`src/rtl/multi_channel_artau.sv`:
```
// ----------------------------------------------------------------------------
// multi_channel_artau
// Multi-channel radar ranging and threat unit. One transmitter is shared by
// NUM_CH antenna channels under round-robin arbitration. Each scan measures the
// echo time-of-flight, converts it to metres and updates that channel's
// distance, target-present and closing-threat status.
// Revision: 1.0 - initial release
// ----------------------------------------------------------------------------
`default_nettype none

module multi_channel_artau #(
  parameter int NUM_CH       = 4,
  parameter int CNT_W        = 16,
  parameter int DIST_W       = 32,
  parameter int PULSE_CYCLES = 50,
  parameter int TIMEOUT      = 2000,
  parameter int M_PER_CYCLE  = 150,
  parameter int CH_W         = (NUM_CH > 1) ? $clog2(NUM_CH) : 1
) (
  input  logic                     CLK,
  input  logic                     RST_N,
  input  logic [NUM_CH-1:0]        scan_req,
  input  logic [NUM_CH-1:0]        radar_echo,
  input  logic [DIST_W-1:0]        max_safe_distance,
  output logic [NUM_CH-1:0]        radar_pulse_trigger,
  output logic                     busy,
  output logic [CH_W-1:0]          active_ch,
  output logic                     meas_valid,
  output logic [CH_W-1:0]          meas_ch,
  output logic [DIST_W-1:0]        meas_distance,
  output logic [NUM_CH*DIST_W-1:0] distance_flat,
  output logic [NUM_CH-1:0]        target_present,
  output logic [NUM_CH-1:0]        threat_detected,
  output logic                     any_threat,
  output logic [1:0]               ARTAU_state
);

  // Full-width product so the saturation check sees every overflow bit.
  localparam int PW = CNT_W + 32;

  typedef enum logic [1:0] {
    S_IDLE   = 2'd0,
    S_EMIT   = 2'd1,
    S_LISTEN = 2'd2,
    S_ASSESS = 2'd3
  } state_t;

  state_t              state_q;
  logic [CH_W-1:0]     active_ch_q;
  logic [CH_W-1:0]     last_grant_q;
  logic [31:0]         pcnt_q;
  logic [CNT_W-1:0]    lcnt_q;
  logic [CNT_W-1:0]    tof_q;
  logic                hit_q;
  logic [DIST_W-1:0]   dist_q      [NUM_CH];
  logic [DIST_W-1:0]   prev_dist_q [NUM_CH];
  logic [NUM_CH-1:0]   prev_valid_q;
  logic [NUM_CH-1:0]   target_q;
  logic [NUM_CH-1:0]   threat_q;
  logic                meas_valid_q;
  logic [CH_W-1:0]     meas_ch_q;
  logic [DIST_W-1:0]   meas_dist_q;

  logic [CH_W-1:0]     grant_d;
  logic                grant_vld_d;
  logic [PW-1:0]       prod_d;
  logic [DIST_W-1:0]   dist_d;
  logic [DIST_W-1:0]   assess_dist_d;
  logic                closing_d;

  // Round-robin pick: first requesting channel after last_grant, wrapping.
  always_comb begin
    logic [CH_W:0] sum;
    grant_d     = last_grant_q;
    grant_vld_d = 1'b0;
    sum         = '0;
    for (int i = 1; i <= NUM_CH; i++) begin
      sum = {1'b0, last_grant_q} + (CH_W+1)'(i);
      if (sum >= (CH_W+1)'(NUM_CH)) begin
        sum = sum - (CH_W+1)'(NUM_CH);
      end
      if (!grant_vld_d && scan_req[sum[CH_W-1:0]]) begin
        grant_d     = sum[CH_W-1:0];
        grant_vld_d = 1'b1;
      end
    end
  end

  assign prod_d = PW'(tof_q) * PW'(M_PER_CYCLE);

  // Clamp distances that do not fit the output lane to all-ones.
  generate
    if (PW > DIST_W) begin : g_sat
      assign dist_d = (|prod_d[PW-1:DIST_W]) ? {DIST_W{1'b1}} : prod_d[DIST_W-1:0];
    end else begin : g_nosat
      assign dist_d = DIST_W'(prod_d);
    end
  endgenerate

  assign assess_dist_d = hit_q ? dist_d : {DIST_W{1'b1}};
  // Closing means strictly nearer than the last hit and inside the safe range.
  assign closing_d = prev_valid_q[active_ch_q] &&
                     (dist_d < prev_dist_q[active_ch_q]) &&
                     (dist_d < max_safe_distance);

  // Scan sequencer: arbitrate, emit, listen, then publish the measurement.
  always_ff @(posedge CLK or negedge RST_N) begin
    if (!RST_N) begin
      state_q      <= S_IDLE;
      active_ch_q  <= '0;
      last_grant_q <= CH_W'(NUM_CH - 1);
      pcnt_q       <= '0;
      lcnt_q       <= '0;
      tof_q        <= '0;
      hit_q        <= 1'b0;
      prev_valid_q <= '0;
      target_q     <= '0;
      threat_q     <= '0;
      meas_valid_q <= 1'b0;
      meas_ch_q    <= '0;
      meas_dist_q  <= '0;
      for (int i = 0; i < NUM_CH; i++) begin
        dist_q[i]      <= {DIST_W{1'b1}};
        prev_dist_q[i] <= '0;
      end
    end else begin
      meas_valid_q <= 1'b0;
      case (state_q)
        S_IDLE: begin
          if (grant_vld_d) begin
            active_ch_q  <= grant_d;
            last_grant_q <= grant_d;
            pcnt_q       <= '0;
            state_q      <= S_EMIT;
          end
        end
        S_EMIT: begin
          if (pcnt_q == 32'(PULSE_CYCLES - 1)) begin
            lcnt_q  <= CNT_W'(1);
            state_q <= S_LISTEN;
          end else begin
            pcnt_q <= pcnt_q + 32'd1;
          end
        end
        S_LISTEN: begin
          if (radar_echo[active_ch_q]) begin
            tof_q   <= lcnt_q;
            hit_q   <= 1'b1;
            state_q <= S_ASSESS;
          end else if (lcnt_q == CNT_W'(TIMEOUT)) begin
            tof_q   <= '0;
            hit_q   <= 1'b0;
            state_q <= S_ASSESS;
          end else begin
            lcnt_q <= lcnt_q + CNT_W'(1);
          end
        end
        S_ASSESS: begin
          dist_q[active_ch_q]       <= assess_dist_d;
          target_q[active_ch_q]     <= hit_q;
          threat_q[active_ch_q]     <= hit_q && closing_d;
          prev_valid_q[active_ch_q] <= hit_q;
          if (hit_q) begin
            prev_dist_q[active_ch_q] <= dist_d;
          end
          meas_valid_q <= 1'b1;
          meas_ch_q    <= active_ch_q;
          meas_dist_q  <= assess_dist_d;
          state_q      <= S_IDLE;
        end
        default: state_q <= S_IDLE;
      endcase
    end
  end

  generate
    for (genvar gi = 0; gi < NUM_CH; gi++) begin : g_flat
      assign distance_flat[gi*DIST_W +: DIST_W] = dist_q[gi];
    end
  endgenerate

  assign radar_pulse_trigger = (state_q == S_EMIT) ? (NUM_CH'(1) << active_ch_q) : '0;
  assign busy                = (state_q != S_IDLE);
  assign active_ch           = active_ch_q;
  assign meas_valid          = meas_valid_q;
  assign meas_ch             = meas_ch_q;
  assign meas_distance       = meas_dist_q;
  assign target_present      = target_q;
  assign threat_detected     = threat_q;
  assign any_threat          = |threat_q;
  assign ARTAU_state         = state_q;

endmodule

`default_nettype wire

```
`config.mk`:
```
export PLATFORM = sky130hd
export DESIGN_NAME = multi_channel_artau
export DESIGN_NICKNAME = d
export VERILOG_FILES = /design/src/rtl/multi_channel_artau.sv
export SDC_FILE = /design/constraint.sdc
export NUM_CORES = 1
export LEC_CHECK = 0
export CORE_MARGIN = 2
export CORE_UTILIZATION = 60
export CTS_CLUSTER_DIAMETER = 100
export CTS_CLUSTER_SIZE = 25
export DETAILED_ROUTE_END_ITERATION = 10
export PLACE_DENSITY = 0.86
export RECOVER_POWER = 100
export SLEW_MARGIN = 0
export SYNTH_ARGS = -nofsm -noshare
export SYNTH_HDL_FRONTEND = slang
export SYNTH_SLANG_ARGS = --single-unit
```
`constraint.sdc`:
```
create_clock -name CLK -period 13.37 [get_ports CLK]
set_input_delay 3.3425 -clock CLK [delete_from_list [all_inputs] [get_ports CLK]]
set_output_delay 3.3425 -clock CLK [all_outputs]
set_load 0.005 [all_outputs]
```
After elaboration in Yosys (flattened, before gate mapping)
Index checks and enable logic that the tools add are counted.
W data, S select, Z words.
{ "word_totals": {"in_bits": 42, "output_inout_bits": 181, "reg_bits": 374, "wordCells": 137} }
{ "op_classes": {"magnitude_cmp": 14, "muxes": 55, "n_reduce_logical": 23, "shift": 1, "bitwise": 1, "n_eq_ne": 11, "addsub": 10, "multipliers": 1} }
{ "op_table": {"columns": ["op", "count"], "rows": [
  ["$bwmux W128", 2],
  ["$mux W32", 6],
  ["$mux W16", 5],
  ["$bmux W32 S2", 1],
  ["$demux W32 S2", 1],
  ["$lt A24 B32 Y1", 2],
  ["$pmux W32 S2", 1],
  ["$add A32 B1 Y32 const B", 1],
  ["$eq A32 B6 Y1 const B", 1],
  ["$pmux W16 S2", 1],
  ["$mux W2", 12],
  ["$mul A16 B7 Y23 const B", 1],
  ["$add A16 B1 Y16 const B", 1],
  ["$eq A16 B11 Y1 const B", 1],
  ["$ge A3 B3 Y1 const B", 5],
  ["$lt A2 B3 Y1 const B", 5],
  ["$mux W1", 14],
  ["$bmux W1 S2", 6],
  ["$bwmux W4", 3],
  ["$ne A2 B2 Y1 const B", 5],
  ["$logic_and A1 B1 Y1", 8],
  ["$pmux W2 S4", 1],
  ["$reduce_bool A2 Y1", 4],
  ["$sub A2 B1 Y2 const B", 4],
  ["other kinds (18)", 25]
]} }

Longest topological paths before layout
{ "logic_depth": {"word_depth": 17, "depth_mapped": 25, "mapped_depth_nobuf": 25} }

Worst setup path before layout
OpenSTA, ideal clock, no wires.
{ "synth_timing": {"path_type": "reg2reg", "from": "reg tof_q[6]", "to": "reg threat_q[0] (netlist: threat_detected[0])", "period_less_slack_ns": 5.460, "path_stages_with_launch": 24, "setup_time_ns": 0.077, "t_arrival_ns": 5.383, "required_ns": 13.293, "n_path_buf": 1, "setup_slack_ns": 7.910, "path_cell_list": "dfrtp_1 -> ha_1 -> ha_1 -> fa_1 -> inv_1 -> fa_1 -> inv_1 -> ha_1 -> and3_1 -> clkbuf_1 -> nand3_1 -> o31a_1 -> o31ai_1 -> o31a_1 -> o22ai_1 -> xor2_1 -> inv_1 -> ha_1 -> nand3_1 -> a221o_1 -> nand3_1 -> o311ai_0 -> o311ai_2 -> o21ai_1"} }
{ "synth_between": {"elab_chain_len": 6, "elab_cells_between_ends": 7, "cone_classes": "1 x mul; 2 x order compare; 1 x mux; 3 x reduce/logical"} }
{ "synth_rtl": {"columns": ["item", "line", "source"], "rows": [
  ["start: declaration", "53", "logic [CNT_W-1:0] tof_q;"],
  ["start signal: assignment", "147", "tof_q <= lcnt_q;"],
  ["$mul A16 B7 Y23 (*)", "89", "assign prod_d = PW'(tof_q) * PW'(M_PER_CYCLE);"],
  ["via dist_d[22]", "67", "logic [DIST_W-1:0] dist_d;"],
  ["$lt A24 B32 Y1", "103", "(dist_d < prev_dist_q[active_ch_q]) &&"],
  ["$logic_and A1 B1 Y1", "102", "assign closing_d = prev_valid_q[active_ch_q] &&"],
  ["$logic_and A1 B1 Y1 (*)", "103", null],
  ["$logic_and A1 B1 Y1 (*)", "161", "threat_q[active_ch_q] <= hit_q && closing_d;"],
  ["$bwmux W4 (*)", "161", null],
  ["end signal: indexed assignment", "161", null],
  ["end: declaration", "59", "logic [NUM_CH-1:0] threat_q;"]
]} }
Mark *: on every way through the listed nets, which the timed path passes. The rest lies on a longest branch.
A chain may end at the register's enable or synchronous reset.

==> results.json <==
{
  "status": "finished, violations left",
  "violations": "max-capacitance violations, max-slew violations",
  "synth_nets": 1752,
  "cts_max_path_buffers": 3,
  "cp-start-kind": "input pin",
  "synth-edff-count": 0,
  "grt_antenna_before_repair": 0,
  "nNetsFinal": 1896,
  "grt_pass1_wl_um": 65100,
  "cpPeakStageDelay_ps": 2520,
  "critPathMaxFanout": 86,
  "synth_top_cell_by_area": "dfrtp_1",
  "cp_num_buf_inv": 3,
  "start_util": 0.612,
  "drive_gt1_frac": 0.0815,
  "htreeDepth": 1,
  "final_max_slew_viol_count": 371,
  "crit_top_cell": "buf_4",
  "skew_ps": 20.1,
  "met2_usage": 0.486,
  "grt_pass1_vias": 12463,
  "min_from": "distance_flat[119]",
  "antennaDiodeCount": 0,
  "yosys.area.top_type_share": 0.308,
  "ys_seq_area_frac": 0.469,
  "hold_path_depth": 2,
  "grtUsageMet3": 0.0418,
  "drt_pass1_iterations": 5,
  "finalCritPeriodShare": 0.560,
  "power_leakage_uw": 0.00859,
  "syn_area_sq_um": 15900,
  "cts.sinks": 294,
  "arrival_ps": 8000,
  "io_buffers": 222,
  "pwr_density_cell_nw_per_um2": 188,
  "wl_per_cell_um": 19.2,
  "cts_buffers": 15,
  "cts_tree": "built",
  "r2r_end": "prev_dist_q[67]",
  "syn_inst": 1578,
  "cts-root-buf": "clkbuf_16",
  "path_clk_slew_ps": 90,
  "hold_viol_final": 0,
  "synthTopCellsByArea": "dfrtp_1 (31%), dfstp_2 (16%), ha_1 (8.6%)",
  "crit_type": "in2async",
  "post_cts_buffers": 0,
  "die_area_sq_um": 27900,
  "ys_warn_count": 0,
  "wirelength_um": 39600,
  "drc": 0,
  "viasPerCell": 5.98,
  "cts_resized": 0,
  "die_h_um": 167,
  "worstPathRequired_ps": 13880,
  "dp_hpwl_um": 28400,
  "vias": 12365,
  "area_growth_pct": 15.9,
  "ant_nets": 0,
  "synthFlopType": "dfrtp_1",
  "synthDistinctLibCells": 76,
  "gr-max-usage-layer": "met2",
  "core_region_area_sq_um": 26100,
  "gp_congestion": 0.882,
  "vdd.ir_drop.worst_v": 0.000173,
  "layoutNonFillerInstCount": 2066,
  "path_delay_family": "buffers and inverters",
  "grt_usage": 0.286,
  "grtUsageMet1": 0.374,
  "regToRegStartpoint": "active_ch[0]",
  "holdPathEnd": "distance_flat[119]",
  "finalCriticalPeriod_ps": 7490,
  "cp_slowest_cell": "clkbuf_1",
  "finalSetupTns_ps": 0,
  "worstPathCellList": "clkbuf_1, buf_4, buf_4",
  "crit_path_end_kind": "async pin",
  "rsz0062_at_grt": "no",
  "ys_ff_latch": 294,
  "maxCapViolations": 8,
  "finalSetupViolations": 0,
  "r2r_slack_ps": 5890,
  "hold_path.class": "reg2reg",
  "worst-slew-pin-transition_ps": 3650,
  "drtIter0Drc": 814,
  "fmax_ghz": 0.134,
  "reg2reg_depth": 6,
  "place_inst": 2040,
  "timing.slew.headroom": -1.43,
  "synth_commonest_cells": "nand2_1 (207), dfrtp_1 (196), o21ai_0 (172)",
  "overflow": 0,
  "crit_start": "RST_N",
  "grt_max_degree": 87,
  "ys_async_sr_fraction": 1.00,
  "cts_hold_buf": 0,
  "dieWidth_um": 167,
  "io_pins": 223,
  "worstSkewPairLatency_ps": 500,
  "synth.most_common_cell": "nand2_1",
  "syn_area_per_cell_sq_um": 10.1,
  "rows": 59
}
-- metal layers --
layer  up-vias  part of all wire
met1      6108              0.41
li1       5668                 -
met4         0             0.040
met2       472              0.49
met5         -                 0
met3       117             0.058
-- final cells by class --
cell class	instances	area (sq um)
fill	1874	7580
multi-input combinational	1041	7360
inverter	134	503
timing repair buffer	236	2290
clock inverter	2	17.5
sequential	294	7480
tap	335	419
clock buffer	24	409
-- cell families after synthesis --
logic type / after synthesis / synth area share
multiplexers: 40 / 0.0455
AND/OR/NAND/NOR: 443 / 0.128
adder cells (fa/ha/maj): 133 / 0.115
AO/OA/AOI/OAI: 376 / 0.146
flip-flops: 294 / 0.469
buffers and inverters: 243 / 0.0674
XOR/XNOR: 49 / 0.0287
-- flip-flops by register name, indices dropped and copies added (netlist names) --
| signal | count |
|---|---|
| last_grant_q | 2 |
| prev_dist_q | 92 |
| threat_detected | 4 |
| tof_q | 16 |
| distance_flat | 96 |
| lcnt_q | 16 |
| pcnt_q | 32 |
| meas_ch | 2 |
| active_ch | 2 |
| meas_valid | 1 |
| prev_valid_q | 4 |
| ARTAU_state | 2 |
| hit_q | 1 |
| meas_distance | 24 |
-- worst max path at each step --
stage,to,slack [ps],cells after the start
finish,prev_dist_q[52],5880,3
global route,prev_dist_q[55],4880,3
CTS,threat_detected[2],6710,25
detailed placement,threat_detected[1],6750,25
global placement,threat_detected[2],6950,25
floorplan,threat_detected[0],7910,23
-- through the flow --
stage	setup slack [ps]	power [uW]	hold slack [ps]	util	cell area, sq um
final	5880	3480	482	0.709	18500
after global routing	4880	3700	498	0.709	18500
after CTS	6710	3590	488	0.712	18600
after detailed placement	6750	3090	467	0.696	18100
after global placement	6950	3000	456	0.696	18100
after floorplan	7910	2300	445	-	15900
-- worst reg2reg max path: stages, from the launching register on --
cell	delay (ps)
dfrtp_2	350
clkbuf_1	2070
nand2_1	800
nor2_1	2260
nand2_1	290
clkbuf_1	970
mux2_2	630
-- cell usage in the layout (no fill, tap or decap), drive strengths merged, types with 7 or more instances in the layout --
cell type        n
ha             109
nor2            92
o21a             7
dfrtp          196
and2            16
o21ai          179
dfstp           98
nor2b           11
o22a            31
clkdlybuf4s50   71
nor3            15
a21o            13
mux4            25
xnor2           16
and3            19
inv            135
nand2          207
a22o            22
mux2             9
clkbuf          34
xor2            31
nand2b           7
a21oi           72
fa              23
nand3           30
or3              7
dlygate4sd3    150
nand4           10
-- where the power goes --
| part | switching [uW] | leakage [uW] | internal [uW] |
|---|---|---|---|
| logic | 826 | 0.00478 | 741 |
| clock network | 278 | 0.000204 | 216 |
| registers | 185 | 0.00361 | 1230 |
(Power assumes the default switching activity.)
